==> config.mk <==
export PLATFORM = sky130hd
export DESIGN_NAME = instruction_fetch_unit_flat
export DESIGN_NICKNAME = d
export VERILOG_FILES = /design/src/rtl/instruction_fetch_unit_if.sv /design/src/rtl/instruction_fetch_unit.sv /design/src/flat_wrapper.sv
export SDC_FILE = /design/constraint.sdc
export NUM_CORES = 1
export LEC_CHECK = 0
export CAP_MARGIN = 20
export CORE_UTILIZATION = 45
export CTS_BUF_LIST = sky130_fd_sc_hd__clkbuf_4
export CTS_CLUSTER_SIZE = 20
export DETAILED_ROUTE_END_ITERATION = 10
export PLACE_DENSITY = 0.89
export SLEW_MARGIN = 20
export SYNTH_ARGS = -nofsm -noshare
export SYNTH_HDL_FRONTEND = slang
export SYNTH_SLANG_ARGS = --single-unit
export TNS_END_PERCENT = 1
==> constraint.sdc <==
create_clock -name clk_i -period 9.6 [get_ports clk_i]
set_input_delay 1.92 -clock clk_i [delete_from_list [all_inputs] [get_ports clk_i]]
set_output_delay 1.92 -clock clk_i [all_outputs]
set_load 0.1 [all_outputs]
==> src/rtl/instruction_fetch_unit_if.sv <==
// Fetch unit bus bundle: redirect/halt control, branch predictor lookup,
// instruction memory request/response and instruction buffer push ports.
interface instruction_fetch_unit_if;
  logic        flush_i;
  logic [31:0] redirect_address_i;
  logic        halt_i;
  logic        bp_hit_i;
  logic        bp_taken_i;
  logic [31:0] bp_target_i;
  logic        fetch_valid_o;
  logic [31:0] fetch_address_o;
  logic        fetch_ready_i;
  logic        fetch_valid_i;
  logic [31:0] fetch_instruction_i;
  logic        buf_full_i;
  logic        buf_flush_o;
  logic        buf_write_address_o;
  logic        buf_write_spec_o;
  logic        buf_write_instr_o;
  logic [31:0] buf_address_o;
  logic [31:0] buf_instruction_o;
  logic        buf_speculative_o;
  logic        buf_taken_o;

  // Fetch unit side
  modport master (
    input  flush_i, redirect_address_i, halt_i,
    input  bp_hit_i, bp_taken_i, bp_target_i,
    input  fetch_ready_i, fetch_valid_i, fetch_instruction_i, buf_full_i,
    output fetch_valid_o, fetch_address_o,
    output buf_flush_o, buf_write_address_o, buf_write_spec_o, buf_write_instr_o,
    output buf_address_o, buf_instruction_o, buf_speculative_o, buf_taken_o
  );

  // Environment side (control, predictor, memory, buffer)
  modport slave (
    output flush_i, redirect_address_i, halt_i,
    output bp_hit_i, bp_taken_i, bp_target_i,
    output fetch_ready_i, fetch_valid_i, fetch_instruction_i, buf_full_i,
    input  fetch_valid_o, fetch_address_o,
    input  buf_flush_o, buf_write_address_o, buf_write_spec_o, buf_write_instr_o,
    input  buf_address_o, buf_instruction_o, buf_speculative_o, buf_taken_o
  );
endinterface

==> src/rtl/instruction_fetch_unit.sv <==
// Instruction fetch unit: owns the PC, issues in-order fetches with prediction
// attached, and drops responses to requests orphaned by a flush.
module instruction_fetch_unit #(
  parameter logic [31:0] RESET_ADDRESS   = 32'h0000_0000,
  parameter int unsigned MAX_OUTSTANDING = 4
) (
  input logic                      clk_i,
  input logic                      rst_n_i,
  instruction_fetch_unit_if.master bus
);

  localparam int unsigned CNT_W = $clog2(MAX_OUTSTANDING + 1);
  localparam int unsigned SUM_W = CNT_W + 1;

  typedef enum logic [1:0] {
    BOOT  = 2'd0,
    FETCH = 2'd1,
    HALT  = 2'd2
  } state_t;

  state_t           state_q, state_d;
  logic [31:0]      pc_q, pc_d;
  logic [CNT_W-1:0] live_q, live_d;
  logic [CNT_W-1:0] discard_q, discard_d;

  logic [31:0]      fetch_address;
  logic [SUM_W-1:0] in_flight;
  logic [SUM_W-1:0] carried;
  logic             issue;
  logic             accept;
  logic             pred_taken;
  logic             resp_live;
  logic             resp_discard;
  logic             push_instr;

  // State, PC and outstanding-request counters
  always_ff @(posedge clk_i or negedge rst_n_i) begin
    if (!rst_n_i) begin
      state_q   <= BOOT;
      pc_q      <= RESET_ADDRESS;
      live_q    <= '0;
      discard_q <= '0;
    end else begin
      state_q   <= state_d;
      pc_q      <= pc_d;
      live_q    <= live_d;
      discard_q <= discard_d;
    end
  end

  // Run-state transitions; a flush always wins over halt
  always_comb begin
    state_d = state_q;
    unique case (state_q)
      BOOT:    state_d = FETCH;
      FETCH:   if (bus.halt_i && !bus.flush_i) state_d = HALT;
      HALT:    if (bus.flush_i || !bus.halt_i) state_d = FETCH;
      default: state_d = BOOT;
    endcase
  end

  // Request issue and response classification
  always_comb begin
    fetch_address = bus.flush_i ? bus.redirect_address_i : pc_q;
    in_flight     = SUM_W'(live_q) + SUM_W'(discard_q);
    issue         = (state_q != BOOT)
                 && ((state_q == FETCH) || bus.flush_i)
                 && !(bus.halt_i && !bus.flush_i)
                 && !bus.buf_full_i
                 && (in_flight < SUM_W'(MAX_OUTSTANDING));
    accept        = issue && bus.fetch_ready_i;
    pred_taken    = bus.bp_hit_i && bus.bp_taken_i;
    resp_live     = bus.fetch_valid_i && (discard_q == '0);
    resp_discard  = bus.fetch_valid_i && (discard_q != '0);
    push_instr    = resp_live && !bus.flush_i;
  end

  // Next PC: the accepted request decides, otherwise a flush redirects
  always_comb begin
    pc_d = pc_q;
    if (accept) begin
      pc_d = pred_taken ? bus.bp_target_i : fetch_address + 32'd4;
    end else if (bus.flush_i) begin
      pc_d = bus.redirect_address_i;
    end
  end

  // On flush every live request becomes one to discard; the flush-cycle
  // accept is the only live one afterwards
  always_comb begin
    live_d    = live_q;
    discard_d = discard_q;
    carried   = in_flight;
    if (bus.flush_i) begin
      if (bus.fetch_valid_i && (in_flight != '0)) begin
        carried = in_flight - SUM_W'(1);
      end
      discard_d = CNT_W'(carried);
      live_d    = CNT_W'(accept);
    end else begin
      if (accept && !resp_live) begin
        live_d = live_q + CNT_W'(1);
      end else if (!accept && resp_live && (live_q != '0)) begin
        live_d = live_q - CNT_W'(1);
      end
      if (resp_discard) begin
        discard_d = discard_q - CNT_W'(1);
      end
    end
  end

  assign bus.fetch_valid_o       = issue;
  assign bus.fetch_address_o     = fetch_address;
  assign bus.buf_flush_o         = bus.flush_i;
  assign bus.buf_write_address_o = accept;
  assign bus.buf_write_spec_o    = accept;
  assign bus.buf_address_o       = fetch_address;
  assign bus.buf_speculative_o   = accept && bus.bp_hit_i;
  assign bus.buf_taken_o         = accept && pred_taken;
  assign bus.buf_write_instr_o   = push_instr;
  assign bus.buf_instruction_o   = push_instr ? bus.fetch_instruction_i : '0;

  // A response with nothing outstanding means memory broke the protocol
  a_no_orphan_response : assert property (
    @(posedge clk_i) disable iff (!rst_n_i)
      !(bus.fetch_valid_i && (live_q == '0) && (discard_q == '0))
  ) else $error("instruction_fetch_unit: response with no request outstanding");

endmodule

==> src/flat_wrapper.sv <==
// flat-port wrapper written by rule: the top's interface ports become plain ports
module instruction_fetch_unit_flat 
#(
  parameter logic [31:0] RESET_ADDRESS   = 32'h0000_0000,
  parameter int unsigned MAX_OUTSTANDING = 4
)
  (clk_i, rst_n_i, bus_flush_i, bus_redirect_address_i, bus_halt_i, bus_bp_hit_i, bus_bp_taken_i, bus_bp_target_i, bus_fetch_ready_i, bus_fetch_valid_i, bus_fetch_instruction_i, bus_buf_full_i, bus_fetch_valid_o, bus_fetch_address_o, bus_buf_flush_o, bus_buf_write_address_o, bus_buf_write_spec_o, bus_buf_write_instr_o, bus_buf_address_o, bus_buf_instruction_o, bus_buf_speculative_o, bus_buf_taken_o);
  instruction_fetch_unit_if bus_i ();
  input logic clk_i;
  input logic rst_n_i;
  input wire logic [$bits(bus_i.flush_i)-1:0] bus_flush_i;
  input wire logic [$bits(bus_i.redirect_address_i)-1:0] bus_redirect_address_i;
  input wire logic [$bits(bus_i.halt_i)-1:0] bus_halt_i;
  input wire logic [$bits(bus_i.bp_hit_i)-1:0] bus_bp_hit_i;
  input wire logic [$bits(bus_i.bp_taken_i)-1:0] bus_bp_taken_i;
  input wire logic [$bits(bus_i.bp_target_i)-1:0] bus_bp_target_i;
  input wire logic [$bits(bus_i.fetch_ready_i)-1:0] bus_fetch_ready_i;
  input wire logic [$bits(bus_i.fetch_valid_i)-1:0] bus_fetch_valid_i;
  input wire logic [$bits(bus_i.fetch_instruction_i)-1:0] bus_fetch_instruction_i;
  input wire logic [$bits(bus_i.buf_full_i)-1:0] bus_buf_full_i;
  output wire logic [$bits(bus_i.fetch_valid_o)-1:0] bus_fetch_valid_o;
  output wire logic [$bits(bus_i.fetch_address_o)-1:0] bus_fetch_address_o;
  output wire logic [$bits(bus_i.buf_flush_o)-1:0] bus_buf_flush_o;
  output wire logic [$bits(bus_i.buf_write_address_o)-1:0] bus_buf_write_address_o;
  output wire logic [$bits(bus_i.buf_write_spec_o)-1:0] bus_buf_write_spec_o;
  output wire logic [$bits(bus_i.buf_write_instr_o)-1:0] bus_buf_write_instr_o;
  output wire logic [$bits(bus_i.buf_address_o)-1:0] bus_buf_address_o;
  output wire logic [$bits(bus_i.buf_instruction_o)-1:0] bus_buf_instruction_o;
  output wire logic [$bits(bus_i.buf_speculative_o)-1:0] bus_buf_speculative_o;
  output wire logic [$bits(bus_i.buf_taken_o)-1:0] bus_buf_taken_o;
  assign bus_i.flush_i = bus_flush_i;
  assign bus_i.redirect_address_i = bus_redirect_address_i;
  assign bus_i.halt_i = bus_halt_i;
  assign bus_i.bp_hit_i = bus_bp_hit_i;
  assign bus_i.bp_taken_i = bus_bp_taken_i;
  assign bus_i.bp_target_i = bus_bp_target_i;
  assign bus_i.fetch_ready_i = bus_fetch_ready_i;
  assign bus_i.fetch_valid_i = bus_fetch_valid_i;
  assign bus_i.fetch_instruction_i = bus_fetch_instruction_i;
  assign bus_i.buf_full_i = bus_buf_full_i;
  assign bus_fetch_valid_o = bus_i.fetch_valid_o;
  assign bus_fetch_address_o = bus_i.fetch_address_o;
  assign bus_buf_flush_o = bus_i.buf_flush_o;
  assign bus_buf_write_address_o = bus_i.buf_write_address_o;
  assign bus_buf_write_spec_o = bus_i.buf_write_spec_o;
  assign bus_buf_write_instr_o = bus_i.buf_write_instr_o;
  assign bus_buf_address_o = bus_i.buf_address_o;
  assign bus_buf_instruction_o = bus_i.buf_instruction_o;
  assign bus_buf_speculative_o = bus_i.buf_speculative_o;
  assign bus_buf_taken_o = bus_i.buf_taken_o;
  instruction_fetch_unit #(.RESET_ADDRESS(RESET_ADDRESS), .MAX_OUTSTANDING(MAX_OUTSTANDING)) u_core (.clk_i(clk_i), .rst_n_i(rst_n_i), .bus(bus_i));
endmodule
## Yosys cells after proc, flatten, opt, wreduce, memory -nomap -nowiden

Index checks and enable logic that the tools add are counted.

- Bits in registers: 40
- Logic and storage cells: 61
- Bits of input ports: 105
- Output and inout bits: 103

- Muxes and demuxes: 13
- Eq/ne operators: 4
- Reduce and logical (&&, ||, !) cells: 33
- Order comparisons: 1
- $add $sub $neg: 6

Operators by type and width:

| operator | count |
|---|---|
| $mux 32 | 4 |
| $add 32x3->32 const B | 1 |
| $mux 3 | 6 |
| $logic_and 1x1->1 | 16 |
| $reduce_bool 3->1 | 3 |
| $sub 3x1->3 const B | 3 |
| $logic_not 1->1 | 6 |
| $pmux 2 s3 | 1 |
| $add 3x3->4 | 1 |
| $lt 4x3->1 const B | 1 |
| $mux 2 | 2 |
| $reduce_bool 2->1 | 2 |
| $reduce_bool 4->1 | 1 |
| $add 3x1->3 const B | 1 |
| $logic_not 3->1 | 1 |
| $eq 2x1->1 const B | 1 |
| $eq 2x2->1 const B | 1 |
| $logic_not 2->1 | 1 |
| $logic_or 1x1->1 | 2 |
| $ne 2x1->1 const B | 1 |
| $ne 2x2->1 const B | 1 |
| $reduce_and 2->1 | 1 |

## Longest topological paths before layout

Gate-level depths: netlist of run 1.

- Depth in word-level cells: 13
- Gate-level depth with buffers: 13
- Depth with buffers taken out: 11

## Worst setup path after synthesis of run 1

No wires, ideal clock.

- Path type: input port to output port
- Start point: in bus_flush_i
- End point: out bus_buf_instruction_o[22]
- Path slack: 3.070 ns
- Arrival time: 4.610 ns
- Buffers on the path: 5
- Cell stages on the path: 7
- Required time: 7.680 ns
- Cells stage by stage: buf_6 buf_6 buf_2 buf_2 nor2_1 clkbuf_1 and2_1

- Cells in the longest elaborated chain, start to end: 3

Ends and longest elaborated chain:

| item | RTL line | text |
|---|---|---|
| from (decl) | flat_wrapper.sv:11 | `input wire logic [$bits(bus_i.flush_i)-1:0] bus_flush_i;` |
| $logic_not 1->1 | instruction_fetch_unit.sv:75 | `push_instr = resp_live && !bus.flush_i;` |
| $logic_and 1x1->1 | instruction_fetch_unit.sv:75 |  |
| named net bus_buf_write_instr_o | flat_wrapper.sv:26 | `output wire logic [$bits(bus_i.buf_write_instr_o)-1:0] bus_buf_write_instr_o;` |
| $mux 32 | instruction_fetch_unit.sv:121 | `assign bus.buf_instruction_o = push_instr ? bus.fetch_instruction_i : '0;` |
| to (decl) | flat_wrapper.sv:28 | `output wire logic [$bits(bus_i.buf_instruction_o)-1:0] bus_buf_instruction_o;` |

The timed path passes the listed nets, and every way through them passes these cells.

## Worst setup path after layout of run 1

- Start point: in bus_halt_i
- End point: out bus_buf_taken_o

- Cells in the longest elaborated chain, start to end: 7

Ends and longest elaborated chain:

| item | RTL line | text |
|---|---|---|
| from (decl) | flat_wrapper.sv:13 | `input wire logic [$bits(bus_i.halt_i)-1:0] bus_halt_i;` |
| $logic_and 1x1->1 | instruction_fetch_unit.sv:68 | `&& !(bus.halt_i && !bus.flush_i)` |
| $logic_not 1->1 | instruction_fetch_unit.sv:68 |  |
| $logic_and 1x1->1 | instruction_fetch_unit.sv:68 |  |
| $logic_and 1x1->1 | instruction_fetch_unit.sv:69 | `&& !bus.buf_full_i` |
| $logic_and 1x1->1 | instruction_fetch_unit.sv:70 | `&& (in_flight < SUM_W'(MAX_OUTSTANDING));` |
| $logic_and 1x1->1 | instruction_fetch_unit.sv:71 | `accept = issue && bus.fetch_ready_i;` |
| $logic_and 1x1->1 | instruction_fetch_unit.sv:119 | `assign bus.buf_taken_o = accept && pred_taken;` |
| to (decl) | flat_wrapper.sv:30 | `output wire logic [$bits(bus_i.buf_taken_o)-1:0] bus_buf_taken_o;` |

No other way between the ends.

==> results.txt, run 1 <==
DR vias = 4320
Total track usage = 25.0%
Layout Area Growth over Synthesis = 45.6%
Post CTS Setup Buffer Count = 0
Async set or reset register ratio after synthesis = 100%
Row count = 34
Worst r2r path cells = 11
Gr ovfl total = 0
Kind of launch point of the worst setup path = primary input
TritonCTS clock tree = yes
RSZ-0062 raised after global routing = false
HP Start = u_core.state_q[0]
Worst skew pair latency = 360 ps
Hold Violations, Final = 0
Seq cells post-synth = 40
Post-DR wirelength/cell = 16.2 um
First-pass GRT wire length = 19900 um
IO Pins = 208
Hold Path Depth = 1
Gpl congestion = 0.886
Primary FF master, synth = dfrtp_1
Status = finished, final reports clean
Max Cap Viol = 0
FF/Latch Area = 0.00100 mm2
# DRC = 0
CP required = 7680 ps
Slew headroom = 31.4%
Static Leak = 0.00240 uW
Most frequent cells in the layout = clkdlybuf4s50_1, nor2_1, dfrtp_1
Hold path endpoint = u_core.state_q[0]
DR vias/cell = 5.63
Fmax = 0.137 GHz
Area of the multi-input gates = 0.00258 mm2
Vias in the first global route = 4142
Number of flops mapped to enable cells by yosys = 0
CTS Buf Count = 5
Clock transition at path regs = 130 ps
Die Span Y = 97.5 um
Share of the synthesized area in the top cell type = 24.4%
Most common cell after layout, fill and taps aside = clkdlybuf4s50_1
Setup violators final = 0
Port Buffer Count = 207
Cell taking the most area after synthesis = dfrtp_1
Clock Root Buffer = clkbuf_4
Final wirelength = 12400 um
Final Util = 68.2%
Final cell count without fillers = 768
H-tree Lvls = 2
Post-CTS Resized = 0
HP Class = reg2reg
Diode count = 0
Initial drt markers = 190
Die area = 0.00950 mm2
Layout net count = 774
Power per cell area = 168 mW/mm2
Fill cell count = 733
Syn Nets = 620
Register area share after synthesis = 24.4%
Final Critical Period = 7330 ps
Post-synthesis average cell area = 8.11 um2
Synth Cell Area = 0.00410 mm2
Hold_buf cts = 0
Skew final = 10.2 ps
Crit-path max FO = 41
Synth warn = 0
Top area cells in the synthesized netlist = dfrtp_1, buf_4, mux2i_1
Final ANT Viol Nets = 0
Worst hold margin = 502 ps
Largest net degree at the start of global routing = 79
Clock Sinks = 40
Inst Count DP = 761
Initial antenna violation count = 0
Reg2reg setup slack = 6250 ps
Critical path endpoint category = primary output
Netlist cell types = 63
Worst-Margin Slew = 1030 ps
DIE WIDTH = 97.5 um
Clk buf depth = 2
Initial core utilization = 46.8%
R2r startpoint = u_core.live_q[0]
RR Endpoint = u_core.live_q[2]
Final worst-path cycle share = 76.3%
Layout cell share with drive strength beyond 1 = 7.42%
Peak supply drop = 81.5 uV
Post-synthesis cell count = 506
Final HPWL DP = 9510 um
Setup TNS = 0 ps
Worst Path Arrival = 5410 ps
Core Footprint = 0.00876 mm2
DRT Pass-1 Iters = 6
Max Slew Vio Count = 0
Setup CP Type = in2out
Total chip power = 1000 uW
[synthesized netlist by cell type, drive strengths merged (3+ instances only)]
cell type / instances
dfrtp: 40
and2: 38
inv: 29
nand2b: 9
a311oi: 4
a21oi: 22
xnor2: 6
nor2: 44
mux2i: 26
nand2: 39
a31oi: 5
a211oi: 7
a22oi: 4
nor3: 11
o22a: 3
nand3b: 9
o22ai: 5
o21ai: 16
and3: 4
ha: 7
a221oi: 3
nand3: 23
buf: 49
a2bb2oi: 4
nand4b: 4
a21boi: 4
o211a: 3
nand4: 12
mux2: 22
nor4: 10
nor3b: 4
o311a: 5
clkbuf: 16
[worst max-delay path, stage by stage]
cell and delay, ps:
clkdlybuf4s50_1 420, o21ba_2 210, nor3_2 350, nand3_1 120
buf_4 260, inv_2 640, nand2_1 230, inv_1 100
clkdlybuf4s50_1 1130
[kinds of logic (layout without fill, tap and decap cells)]
logic type / count (synthesis) / in the layout / share of synthesized area (%)
adders and majority gates: 9 / 9 / 3.11
and+or+nand+nor: 212 / 212 / 28.9
DFF: 40 / 40 / 24.4
buffers and inverters: 94 / 248 / 12.7
AOI/OAI and AO/OA: 96 / 96 / 16.9
xor gates and xnor gates: 7 / 7 / 1.49
muxes: 48 / 48 / 12.4
[area by class of cell]
type | instances | share of cell area [%]
clock inverters | 1 | 0.0838
well taps | 108 | 2.26
clock buffers | 6 | 0.754
flip-flops and latches | 40 | 16.8
inverters | 29 | 1.82
multi-input cells | 372 | 43.2
repair buffers | 212 | 35.1
[stage by stage]
stage	instance area, um2	setup WS [ps]
final	5970	2270
after global routing	5970	2020
after CTS	5970	2260
after detailed placement	5920	2260
after global placement	5920	2280
after floorplan	4100	3070
[worst max path at each step]
| stage | from | endpoint | slack, ps |
|---|---|---|---|
| global placement | bus_halt_i | bus_buf_taken_o | 2280 |
| floorplan | bus_flush_i | bus_buf_instruction_o[22] | 3070 |
| global route | bus_halt_i | bus_buf_taken_o | 2020 |
| finish | bus_halt_i | bus_buf_taken_o | 2270 |
| CTS | bus_halt_i | bus_buf_taken_o | 2260 |
| detailed placement | bus_halt_i | bus_buf_taken_o | 2260 |
[routing by layer]
layer	share of wire [%]	wire [um]	track usage, %
met1	39	4800	29.5
met2	53	6620	46.6
met3	6.3	783	3.17
met4	1.7	206	7.69
met5	0	0	0
[report_power, final]
part	total [uW]	internal, uW	leakage [uW]	switching (uW)
clock network	91.6	30.0	0.0000315	61.6
logic	683	205	0.00187	479
registers	228	198	0.000493	29.5
[flip-flops by register name, indices dropped and copies added (netlist names)]
| signal | cells |
|---|---|
| u_core.discard_q | 3 |
| u_core.live_q | 3 |
| u_core.pc_q | 32 |
| u_core.state_q | 2 |
No activity file was read; power rests on OpenSTA's default activity.
==> run 2, diff against run 1 <==
--- a/config.mk
+++ b/config.mk
@@ -6,11 +6,11 @@
 export NUM_CORES = 1
 export LEC_CHECK = 0
 export CAP_MARGIN = 20
-export CORE_UTILIZATION = 45
+export CORE_UTILIZATION = 42
 export CTS_BUF_LIST = sky130_fd_sc_hd__clkbuf_4
 export CTS_CLUSTER_SIZE = 20
 export DETAILED_ROUTE_END_ITERATION = 10
-export PLACE_DENSITY = 0.89
+export PLACE_DENSITY = 0.84
 export SLEW_MARGIN = 20
 export SYNTH_ARGS = -nofsm -noshare
 export SYNTH_HDL_FRONTEND = slang
==> constraint.sdc (replaced) <==
create_clock -name clk_i -period 7.4 [get_ports clk_i]
set_input_delay 1.48 -clock clk_i [delete_from_list [all_inputs] [get_ports clk_i]]
set_output_delay 1.48 -clock clk_i [all_outputs]
set_load 0.1 [all_outputs]
==> run 2 against run 1 <==
Effect of this change:
- die area increased by 7.0%
- power increased by 34%
- design area increased by 0.82%
- clock power increased by 72%
- critical path depth decreased by 4
- utilization decreased by 3.9 points
- first-iteration DRC count increased by 26%
- worst setup slack got worse by 600 ps
- combinational power increased by 30%
- largest cell class unchanged
- via count increased by 1.3%
- final cell count increased by 3.1%
==> results.txt, run 2 (synthesis results as in run 1) <==
Final wirelength = 13500 um
Hold Path Depth = 1
Initial core utilization = 43.8%
Status = finished, final reports clean
Kind of launch point of the worst setup path = primary input
Worst Path Arrival = 4240 ps
Critical path endpoint category = primary output
Largest registers = u_core.pc_q x32, u_core.discard_q x3, u_core.live_q x3
Crit-path max FO = 49
Critical-path top delay cell = clkdlybuf4s50_1
Most frequent cells in the layout = clkdlybuf4s50_1, nor2_1, dfrtp_1
Static Leak = 0.00243 uW
Total track usage = 26.1%
Hold Violations, Final = 0
Slew headroom = 33.1%
Core Footprint = 0.00937 mm2
Initial antenna violation count = 1
Number of flip-flops in the largest register = 32
Setup violators final = 0
HP Class = reg2reg
Largest net degree at the start of global routing = 52
CP required = 5920 ps
Final ANT Viol Nets = 0
Die area = 0.0102 mm2
CTS Buf Count = 5
Max Cap Viol = 0
Layout Area Growth over Synthesis = 46.8%
IO Pins = 208
Vias in the first global route = 4167
Fmax = 0.175 GHz
Critical path cell sequence = buf_2 -> buf_4 -> mux2i_1 -> inv_1 -> clkdlybuf4s50_1
CP max stage delay = 1010 ps
Clock transition at path regs = 130 ps
Clk buf depth = 2
Layout net count = 775
H-tree Lvls = 2
Largest Register = u_core.pc_q
Initial drt markers = 239
Peak supply drop = 111 uV
Worst-Margin Slew = 1000 ps
Most common cell after layout, fill and taps aside = clkdlybuf4s50_1
Final HPWL DP = 10100 um
Setup CP Type = in2out
Max Slew Vio Count = 0
Worst r2r path cells = 11
DR vias/cell = 5.53
Die Span Y = 101 um
Setup TNS = 0 ps
DR vias = 4376
Post CTS Setup Buffer Count = 0
DIE WIDTH = 101 um
First-pass GRT wire length = 21000 um
Final Critical Period = 5720 ps
RSZ-0062 raised after global routing = false
Skew final = 15.1 ps
Gr ovfl total = 0
Post-DR wirelength/cell = 17.0 um
Final cell count without fillers = 792
Worst skew pair latency = 370 ps
DRT Pass-1 Iters = 6
Clock Root Buffer = clkbuf_4
Clock Sinks = 40
Port Buffer Count = 207
Hold_buf cts = 0
Total chip power = 1340 uW
Power per cell area = 222 mW/mm2
Layout cell share with drive strength beyond 1 = 8.76%
Row count = 35
Post-CTS Resized = 0
Final worst-path cycle share = 77.4%
Gpl congestion = 0.910
TritonCTS clock tree = yes
# DRC = 0
Inst Count DP = 783
## run 2: changes by cell type in the layout (fill, tap and decap cells not counted), sizes merged
cell	previous run	this run
clkdlybuf4s50	205	198
diode	0	1
bufinv	0	1
buf	7	15
## run 2: layout make-up
type	count	area [um2]
antenna	1	2.50
multi-input combinational	372	2580
tap	129	161
inverter	29	109
clock inverter	2	35.0
clock buffer	6	45.0
sequential	40	1000
fill	847	3350
timing repair buffer	213	2090
## run 2: power by group
part / switching, uW / internal [uW] / leakage, uW
registers: 37.4 / 257 / 0.000493
clock network: 83.5 / 74.6 / 0.0000457
logic: 622 / 265 / 0.00189
total: 743 / 596 / 0.00243
## run 2: metrics by stage
| step | hold WS, ps | instance area [um2] | utilization [%] | worst slack (ps) |
|---|---|---|---|---|
| after floorplan | 464 | 4100 | - | 1750 |
| after global routing | 538 | 6020 | 64.3 | 1510 |
| after detailed placement | 483 | 5940 | 63.4 | 1710 |
| after global placement | 475 | 5940 | 63.4 | 1770 |
| final | 515 | 6020 | 64.3 | 1680 |
| after CTS | 510 | 6020 | 64.2 | 1700 |
## run 2: final timing paths
| kind | from | end | slack, ps |
|---|---|---|---|
| min in group asynchronous | rst_n_i | u_core.pc_q[6] | 1240 |
| max in group asynchronous | rst_n_i | u_core.pc_q[30] | 5560 |
| setup / recovery | bus_flush_i | bus_buf_address_o[19] | 1680 |
| hold / removal | u_core.state_q[0] | u_core.state_q[0] | 520 |
| setup reg to reg | u_core.live_q[0] | u_core.live_q[2] | 4000 |
| hold reg to reg | u_core.state_q[0] | u_core.state_q[0] | 520 |
## run 2: worst max-delay path: cells and delay by family
family | cells | cell delay (ps)
buffers and inverters | 4 | 2310
multiplexers | 1 | 420
## run 2: per-layer routing
layer  part of all wire, %  global-route usage (%)  up-vias
met3                   6.9                    3.74       14
li1                      -                       -     2089
met4                   1.7                    8.14        0
met2                    52                    48.1      205
met1                    39                    31.0     2068
met5                     0                       0        -
